## src/rtl/avmm_panel_ctrl.sv

```systemverilog
// rtl/avmm_panel_ctrl.sv - Avalon-MM front panel peripheral: 7-seg digits, LEDs, synchronised switches
module avmm_panel_ctrl #(
  parameter int NUM_DIGITS = 6,
  parameter int LED_W      = 8,
  parameter int SW_W       = 8,
  parameter int BLINK_DIV  = 25000000
) (
  input  logic                    clk,
  input  logic                    rst_n,
  input  logic [2:0]              address,
  input  logic                    read,
  input  logic                    write,
  input  logic [31:0]             writedata,
  output logic [31:0]             readdata,
  output logic                    readdatavalid,
  output logic [7*NUM_DIGITS-1:0] hex,
  output logic [LED_W-1:0]        leds,
  input  logic [SW_W-1:0]         switches,
  output logic                    irq
);

  localparam int VAL_W = 4 * NUM_DIGITS;
  localparam int SEG_W = 7 * NUM_DIGITS;
  // RAWSEG storage stops at the 32-bit bus width; wider digit sets see blank segments above it
  localparam int RAW_W = (SEG_W > 32) ? 32 : SEG_W;
  localparam int CNT_W = $clog2(BLINK_DIV);
  localparam logic [CNT_W-1:0] CNT_MAX = CNT_W'(BLINK_DIV - 1);

  localparam logic [2:0] A_VALUE  = 3'd0;
  localparam logic [2:0] A_CTRL   = 3'd1;
  localparam logic [2:0] A_RAWSEG = 3'd2;
  localparam logic [2:0] A_LEDS   = 3'd3;
  localparam logic [2:0] A_SW     = 3'd4;
  localparam logic [2:0] A_EDGE   = 3'd5;
  localparam logic [2:0] A_MASK   = 3'd6;

  // Register file
  logic [VAL_W-1:0]      value_q, value_d;
  logic [NUM_DIGITS-1:0] en_q, en_d;
  logic                  raw_q, raw_d;
  logic                  blink_q, blink_d;
  logic [RAW_W-1:0]      rawseg_q, rawseg_d;
  logic [LED_W-1:0]      led_reg_q, led_reg_d;
  logic [SW_W-1:0]       edge_q, edge_d;
  logic [SW_W-1:0]       mask_q, mask_d;

  // Switch synchroniser and change detector
  logic [SW_W-1:0]       sync1_q, sync2_q, hist_q;
  logic [SW_W-1:0]       sw_change;
  logic [SW_W-1:0]       edge_clr;

  // Bus read side
  logic [31:0]           rd_word;
  logic [31:0]           readdata_q, readdata_d;
  logic                  rdv_q, rdv_d;

  // Blink timebase
  logic [CNT_W-1:0]      cnt_q, cnt_d;
  logic                  phase_q, phase_d;

  // Registered panel outputs
  logic [SEG_W-1:0]      hex_q, hex_d;
  logic [LED_W-1:0]      leds_q;
  logic [SEG_W-1:0]      raw_full;

  // Writedata bits outside every implemented field are intentionally ignored
  logic                  unused_wdata;
  assign unused_wdata = ^writedata;

  // Standard active-low glyphs, bit0 = segment a
  function automatic logic [6:0] hex_glyph(input logic [3:0] n);
    case (n)
      4'h0:    hex_glyph = 7'b1000000;
      4'h1:    hex_glyph = 7'b1111001;
      4'h2:    hex_glyph = 7'b0100100;
      4'h3:    hex_glyph = 7'b0110000;
      4'h4:    hex_glyph = 7'b0011001;
      4'h5:    hex_glyph = 7'b0010010;
      4'h6:    hex_glyph = 7'b0000010;
      4'h7:    hex_glyph = 7'b1111000;
      4'h8:    hex_glyph = 7'b0000000;
      4'h9:    hex_glyph = 7'b0010000;
      4'hA:    hex_glyph = 7'b0001000;
      4'hB:    hex_glyph = 7'b0000011;
      4'hC:    hex_glyph = 7'b1000110;
      4'hD:    hex_glyph = 7'b0100001;
      4'hE:    hex_glyph = 7'b0000110;
      default: hex_glyph = 7'b0001110;
    endcase
  endfunction

  // Register writes with field masking; EDGE gets set-over-clear priority
  always_comb begin
    value_d   = value_q;
    en_d      = en_q;
    raw_d     = raw_q;
    blink_d   = blink_q;
    rawseg_d  = rawseg_q;
    led_reg_d = led_reg_q;
    mask_d    = mask_q;
    edge_clr  = '0;
    if (write) begin
      case (address)
        A_VALUE:  value_d   = writedata[VAL_W-1:0];
        A_CTRL: begin
          en_d    = writedata[NUM_DIGITS-1:0];
          raw_d   = writedata[8];
          blink_d = writedata[9];
        end
        A_RAWSEG: rawseg_d  = writedata[RAW_W-1:0];
        A_LEDS:   led_reg_d = writedata[LED_W-1:0];
        A_EDGE:   edge_clr  = writedata[SW_W-1:0];
        A_MASK:   mask_d    = writedata[SW_W-1:0];
        default:  ;
      endcase
    end
    sw_change = sync2_q ^ hist_q;
    edge_d    = (edge_q & ~edge_clr) | sw_change;
  end

  // Read mux; a write in the same cycle suppresses the read entirely
  always_comb begin
    rd_word = '0;
    case (address)
      A_VALUE:  rd_word[VAL_W-1:0] = value_q;
      A_CTRL: begin
        rd_word[NUM_DIGITS-1:0] = en_q;
        rd_word[8]              = raw_q;
        rd_word[9]              = blink_q;
      end
      A_RAWSEG: rd_word[RAW_W-1:0] = rawseg_q;
      A_LEDS:   rd_word[LED_W-1:0] = led_reg_q;
      A_SW:     rd_word[SW_W-1:0]  = sync2_q;
      A_EDGE:   rd_word[SW_W-1:0]  = edge_q;
      A_MASK:   rd_word[SW_W-1:0]  = mask_q;
      default:  ;
    endcase
    rdv_d      = read && !write;
    readdata_d = rdv_d ? rd_word : readdata_q;
  end

  // Free-running blink counter; phase flips each time it wraps
  always_comb begin
    if (cnt_q == CNT_MAX) begin
      cnt_d   = '0;
      phase_d = ~phase_q;
    end else begin
      cnt_d   = cnt_q + CNT_W'(1);
      phase_d = phase_q;
    end
  end

  // Per-digit segment selection: decoded nibble or raw pattern, gated by enable and blink
  always_comb begin
    raw_full             = '1;
    raw_full[RAW_W-1:0]  = rawseg_q;
    hex_d                = '1;
    for (int i = 0; i < NUM_DIGITS; i++) begin
      if (en_q[i] && (!blink_q || phase_q)) begin
        hex_d[7*i +: 7] = raw_q ? raw_full[7*i +: 7] : hex_glyph(value_q[4*i +: 4]);
      end
    end
  end

  // State registers
  always_ff @(posedge clk or negedge rst_n) begin
    if (!rst_n) begin
      value_q    <= '0;
      en_q       <= '0;
      raw_q      <= 1'b0;
      blink_q    <= 1'b0;
      rawseg_q   <= '1;
      led_reg_q  <= '0;
      edge_q     <= '0;
      mask_q     <= '0;
      sync1_q    <= '0;
      sync2_q    <= '0;
      hist_q     <= '0;
      readdata_q <= '0;
      rdv_q      <= 1'b0;
      cnt_q      <= '0;
      phase_q    <= 1'b1;
      hex_q      <= '1;
      leds_q     <= '0;
    end else begin
      value_q    <= value_d;
      en_q       <= en_d;
      raw_q      <= raw_d;
      blink_q    <= blink_d;
      rawseg_q   <= rawseg_d;
      led_reg_q  <= led_reg_d;
      edge_q     <= edge_d;
      mask_q     <= mask_d;
      sync1_q    <= switches;
      sync2_q    <= sync1_q;
      hist_q     <= sync2_q;
      readdata_q <= readdata_d;
      rdv_q      <= rdv_d;
      cnt_q      <= cnt_d;
      phase_q    <= phase_d;
      hex_q      <= hex_d;
      leds_q     <= led_reg_q;
    end
  end

  assign readdata      = readdata_q;
  assign readdatavalid = rdv_q;
  assign hex           = hex_q;
  assign leds          = leds_q;
  assign irq           = |(edge_q & mask_q);

endmodule
```

## config.mk

```make
export PLATFORM = sky130hd
export DESIGN_NAME = avmm_panel_ctrl
export DESIGN_NICKNAME = d
export VERILOG_FILES = /design/src/rtl/avmm_panel_ctrl.sv
export SDC_FILE = /design/constraint.sdc
export NUM_CORES = 1
export LEC_CHECK = 0
export BUFFER_PORTS_ARGS = -buffer_cell sky130_fd_sc_hd__buf_4
export CAP_MARGIN = 25
export CELL_PAD_IN_SITES_DETAIL_PLACEMENT = 0
export CELL_PAD_IN_SITES_GLOBAL_PLACEMENT = 2
export CORE_UTILIZATION = 39
export CTS_CLUSTER_SIZE = 28
export DETAILED_ROUTE_END_ITERATION = 8
export PLACE_DENSITY_LB_ADDON = 0.1
export SYNTH_ARGS = -nofsm -noshare
export SYNTH_HDL_FRONTEND = slang
export SYNTH_SLANG_ARGS = --single-unit
```

## constraint.sdc

```tcl
create_clock -name clk -period 2.3 [get_ports clk]
set_clock_uncertainty 0.15 [all_clocks]
set_input_delay 0.46 -clock clk [delete_from_list [all_inputs] [get_ports clk]]
set_output_delay 0.46 -clock clk [all_outputs]
set_load 0.02 [all_outputs]
```

## Yosys cells after proc, flatten, opt, wreduce, memory -nomap -nowiden

Memories as Yosys holds them, arrays and structs flattened.
Cells that the tools add are included.

- Register bits: 221
- Bits in read-only memories: 672
- Input port bits: 47
- Logic and storage cells: 74
- Memories kept: 6

Memories:

| name | words | bits a word | read ports | clocked after memory_dff | write ports | RTL line | RTL |
|---|---|---|---|---|---|---|---|
| (name not given) | 16 | 7 | 1 | 0 | 0 | 72 | `case (n)` |
| (name not given) | 16 | 7 | 1 | 0 | 0 | 72 |  |
| (name not given) | 16 | 7 | 1 | 0 | 0 | 72 |  |
| (name not given) | 16 | 7 | 1 | 0 | 0 | 72 |  |
| (name not given) | 16 | 7 | 1 | 0 | 0 | 72 |  |
| (name not given) | 16 | 7 | 1 | 0 | 0 | 72 |  |

- Add/subtract/negate cells: 1
- Eq/ne operators: 7
- Multiplexer cells: 20
- Bitwise operators: 6
- Reductions and logical operators: 17

Operator list:

| cell | number |
|---|---|
| two-way mux 7 bit | 12 |
| one-hot mux 6 bit (7 select lines) | 1 |
| one-hot mux 14 bit (2 select lines) | 1 |
| adder 25 x 1 -> 25 bit, second input constant | 1 |
| equality test 25 bit, second input constant | 1 |
| two-way mux 25 bit | 1 |
| two-way mux 8 bit | 3 |
| bitwise AND 8 bit | 2 |
| one-hot mux 2 bit (6 select lines) | 1 |
| AND reduction 2 bit | 5 |
| equality test 3 bit, second input constant | 3 |
| inverter 8 bit | 1 |
| OR 8 bit | 1 |
| OR reduction 8 bit | 1 |
| bitwise XOR 8 bit | 1 |
| logical AND 1 bit | 7 |
| equality test 3 x 2 -> 1 bit, second input constant | 2 |
| one-hot mux 2 bit (3 select lines) | 1 |
| equality test 3 x 1 -> 1 bit, second input constant | 1 |
| logical NOT 3 bit | 1 |
| logical NOT 1 bit | 2 |
| logical OR 1 bit | 1 |
| inverter 1 bit | 1 |

## Longest topological paths before layout

- Depth in word-level cells: 6
- Depth in mapped cells: 7

## Worst setup path before layout

Ideal clock, no wire load.

- Path kind: input-to-reg
- Start: input address[2]
- End: register value_q[10]
- Arrival time: 1.887 ns
- Data required time: 2.022 ns
- Setup slack: 0.136 ns
- Cell stages on the path: 5
- Path buffers: 2
- Path through: clkbuf_1 nand2b_1 nor3_2 buf_2 mux2_1

- Longest elaborated chain between the ends: 2

RTL lines:

| what | RTL line | RTL |
|---|---|---|
| start: declaration | 10 | `input logic [2:0] address,` |
| logical NOT 3 bit | 103 | `case (address)` |
| AND reduction 2 bit (no line) | -- |  |
| end signal: assignment | 186 | `value_q <= value_d;` |
| end: declaration | 38 | `logic [VAL_W-1:0] value_q, value_d;` |

No other way between the ends.
A chain may end at the register's enable or synchronous reset.

## Final worst setup path

- Start: register mask_q[6]
- End: output irq

- Longest elaborated chain between the ends: 2

RTL lines:

| what | RTL line | RTL |
|---|---|---|
| start: declaration | 45 | `logic [SW_W-1:0] mask_q, mask_d;` |
| start signal: assignment | 193 | `mask_q <= mask_d;` |
| bitwise AND 8 bit | 210 | `assign irq = \|(edge_q & mask_q);` |
| OR reduction 8 bit | 210 |  |
| end: declaration | 19 | `output logic irq` |

No other way between the ends.

==> flow_summary.yaml <==
grt:
  grt_usage: 0.196
  grt_max_degree: 59
  gr-total-overflow: 0
  antenna_found_initial: 0
  grt_pass1_wl_um: 42900
  grt_pass1_vias: 7589
clock_tree:
  cts_resized: 0
  insertion_delay_ps: 540
  cts_max_level: 1
  cts_buffer_depth: 3
  cts_buffers: 26
  cts_tree: "yes"
  clk_pin_slew_ps: 60
  cts.sinks: 221
  cts-root-buf: "clkbuf_16"
setup_path:
  worst_r2r_endpoint: "cnt_q[24]"
  worst_ep_required_time_ps: 1690
  crit_path_end_kind: "primary output"
  cp-start-kind: "flop"
  rrSetupSlack_ps: 170
  crit_start: "mask_q[6]"
  arrival_ps: 1600
  worstSetupPathType: "reg2out"
  endpoint: "irq"
  rr_startpoint: "cnt_q[2]"
  cp_max_fo: 3
  reg2regPathDepth: 4
drt:
  ant_nets: 0
  avgViaCountPerCell: 5.17
  drt-total-wl_um: 26500
  firstDrtPassIters: 7
  drtIter0Drc: 392
  vias: 7347
  drc_errors: 14
  wl_per_cell_um: 18.6
synthesis:
  yosys_warnings: 0
  synth_top_area_frac: 0.349
  ys.flop_type: "dfrtp_1"
  syn_area_um2: 10500
  synth.ff_latch_count: 221
  synth.area.top_cells: "dfrtp_1 35%, dfstp_2 19%, mux2_1 8.1%, ha_1 5.1%, nand2_1 3.9%"
  ys_types: 57
  yosysTopAreaCell: "dfrtp_1"
  syn_inst: 918
  synth_area_per_cell_um2: 11.4
  synth-edff-count: 0
  syn-num-nets: 1008
  yosysSeqAreaShare: 0.537
  async_flop_share: 1.00
die:
  core_um2: 26200
  start_util: 0.399
  die_area_um2: 27500
  ios: 131
  fp.dieW_um: 166
  fp.dieH_um: 166
  core.rowCount: 59
sta:
  fin_crit_ps: 2210
  finalCritPeriodShare: 0.959
  final-hold-violation-count: 0
  rsz0062_at_grt: "no"
  hold_ws_ps: 13.6
  slew_violations: 0
  fin_ws_ps: 94.6
  fmax_ghz: 0.453
  worst_slew_pin_slew_ps: 610
  final.setup.tns_ps: 0
  relSlewSlack: 0.592
  finalSetupViolations: 0
hold_path:
  whs_path_depth: 2
  hold_start: "writedata[31]"
  min_path_type: "in2reg"
final_layout:
  final_cells: 1422
  num-nets-final: 1157
  fill_cells: 2406
  drive_gt1_frac: 0.275
  antennaDiodeCount: 0
  syn_to_final_growth_pct: 24.4
  final_design_area_no_fill_um2: 13000
  fin_util: 0.497
pwr:
  leakagePower_nw: 5.72
  peakVddDrop_v: 0.000454
  powerDensity_nw_per_um2: 935
  power_mw: 12.2
placed_design:
  placedInstanceArea_um2: 12000
  globalplace.congestion: 0.785
  dp_cells: 1359
  io_buffers: 130
  place_ws_ps: 176
  dp_hpwl_um: 18700
outcome:
  violations: "DRC"
  outcome: "complete, but fails checks"
job:
  maxCapViolCount: 0
-- sequential cells by signal, summed over array words and instances (netlist names) --
name and cells:
hex 42, rawseg_q 32, readdata 32, cnt_q 25, value_q 24, edge_q 8, hist_q 8, led_reg_q 8
leds 8, mask_q 8, sync1_q 8, sync2_q 8, en_q 6, blink_q 1, phase_q 1, raw_q 1
readdatavalid 1
-- worst max-delay path: stages, from the launching register on --
cell and delay, ps:
dfrtp_1 400, a22oi_1 260, nand4_1 190, buf_4 200
-- layout make-up --
cell class / instances / area (µm²) / area share
Sequential cell: 221 / 5630 / 0.432
Multi-Input combinational cell: 613 / 4530 / 0.348
Timing Repair Buffer: 176 / 1450 / 0.112
Clock buffer: 40 / 783 / 0.0602
Tap cell: 335 / 419 / 0.0322
Inverter: 29 / 109 / 0.00836
Clock inverter: 8 / 104 / 0.00798
-- synth_stat cells (4+ instances only) --
library cell	count
a211oi_1	14
a21o_1	8
a21oi_1	27
a22o_1	14
a22oi_1	7
a31oi_1	5
a32oi_1	5
and2_1	8
and3_1	7
buf_2	9
clkbuf_1	44
dfrtp_1	146
dfstp_2	75
ha_1	43
inv_1	26
mux2_1	75
mux2i_1	34
mux4_2	7
nand2_1	108
nand2b_1	11
nand3_1	8
nand4_1	7
nor2_1	39
nor2b_1	23
nor3_1	10
nor4_1	4
o211ai_1	17
o21ai_0	6
o21ai_1	53
o311ai_1	7
o31ai_1	5
or3_1	4
or4_1	6
xnor2_1	8
xor2_1	16
-- cells by family (layout without fill, tap and decap cells) --
family,Yosys count,after routing,share of synthesized area
AO/OA/AOI/OAI,178,178,0.111
XOR/XNOR,24,24,0.0201
adder cells (fa/ha/maj),43,43,0.0514
buffers and inverters,84,253,0.0312
flip-flops,221,221,0.537
multiplexers,119,119,0.132
AND/OR/NAND/NOR,249,249,0.117
-- worst min-delay path by stage --
stage	end
5_1_grt	value_q[15]
4_1_cts	rawseg_q[28]
3_5_place_dp	sync2_q[6]
2_1_floorplan	blink_q
6_report	rawseg_q[31]
3_3_place_gp	sync2_q[1]
-- where the power goes --
group	internal [mW]	switching (mW)	leakage, nW
Combinational	1.24	1.46	2.69
Clock	2.56	1.64	0.436
Sequential	4.68	0.594	2.59
Total	8.48	3.69	5.72
-- cell usage in the layout, fill, tap and decap left out, types with 8 or more instances in the layout --
master,n
buf_4,153
dfrtp_1,145
nand2_1,108
mux2_1,75
dfstp_2,75
o21ai_1,53
ha_1,43
nor2_1,38
mux2i_1,34
a21oi_1,27
inv_1,26
clkbuf_16,26
nor2b_1,23
o211ai_1,17
xor2_1,16
dlygate4sd3_1,15
a211oi_1,14
a22o_1,14
nand2b_1,11
nor3_1,10
nand3_1,8
xnor2_1,8
and2_1,8
a21o_1,8
clkbuf_8,8
-- metal layers --
layer	GRT usage	vias to the layer above	share of wire
met1	0.275	3644	0.47
met5	0	-	0
met4	0.0423	0	0.019
met2	0.322	142	0.47
li1	-	3526	-
met3	0.0279	35	0.041
-- what timing repair did --
item	4_1_cts	5_1_grt
endpoints found under the hold margin	56	0
buffers inserted	0	0
hold buffers	15	0
Note: power is estimated with default switching activity, not from simulation.
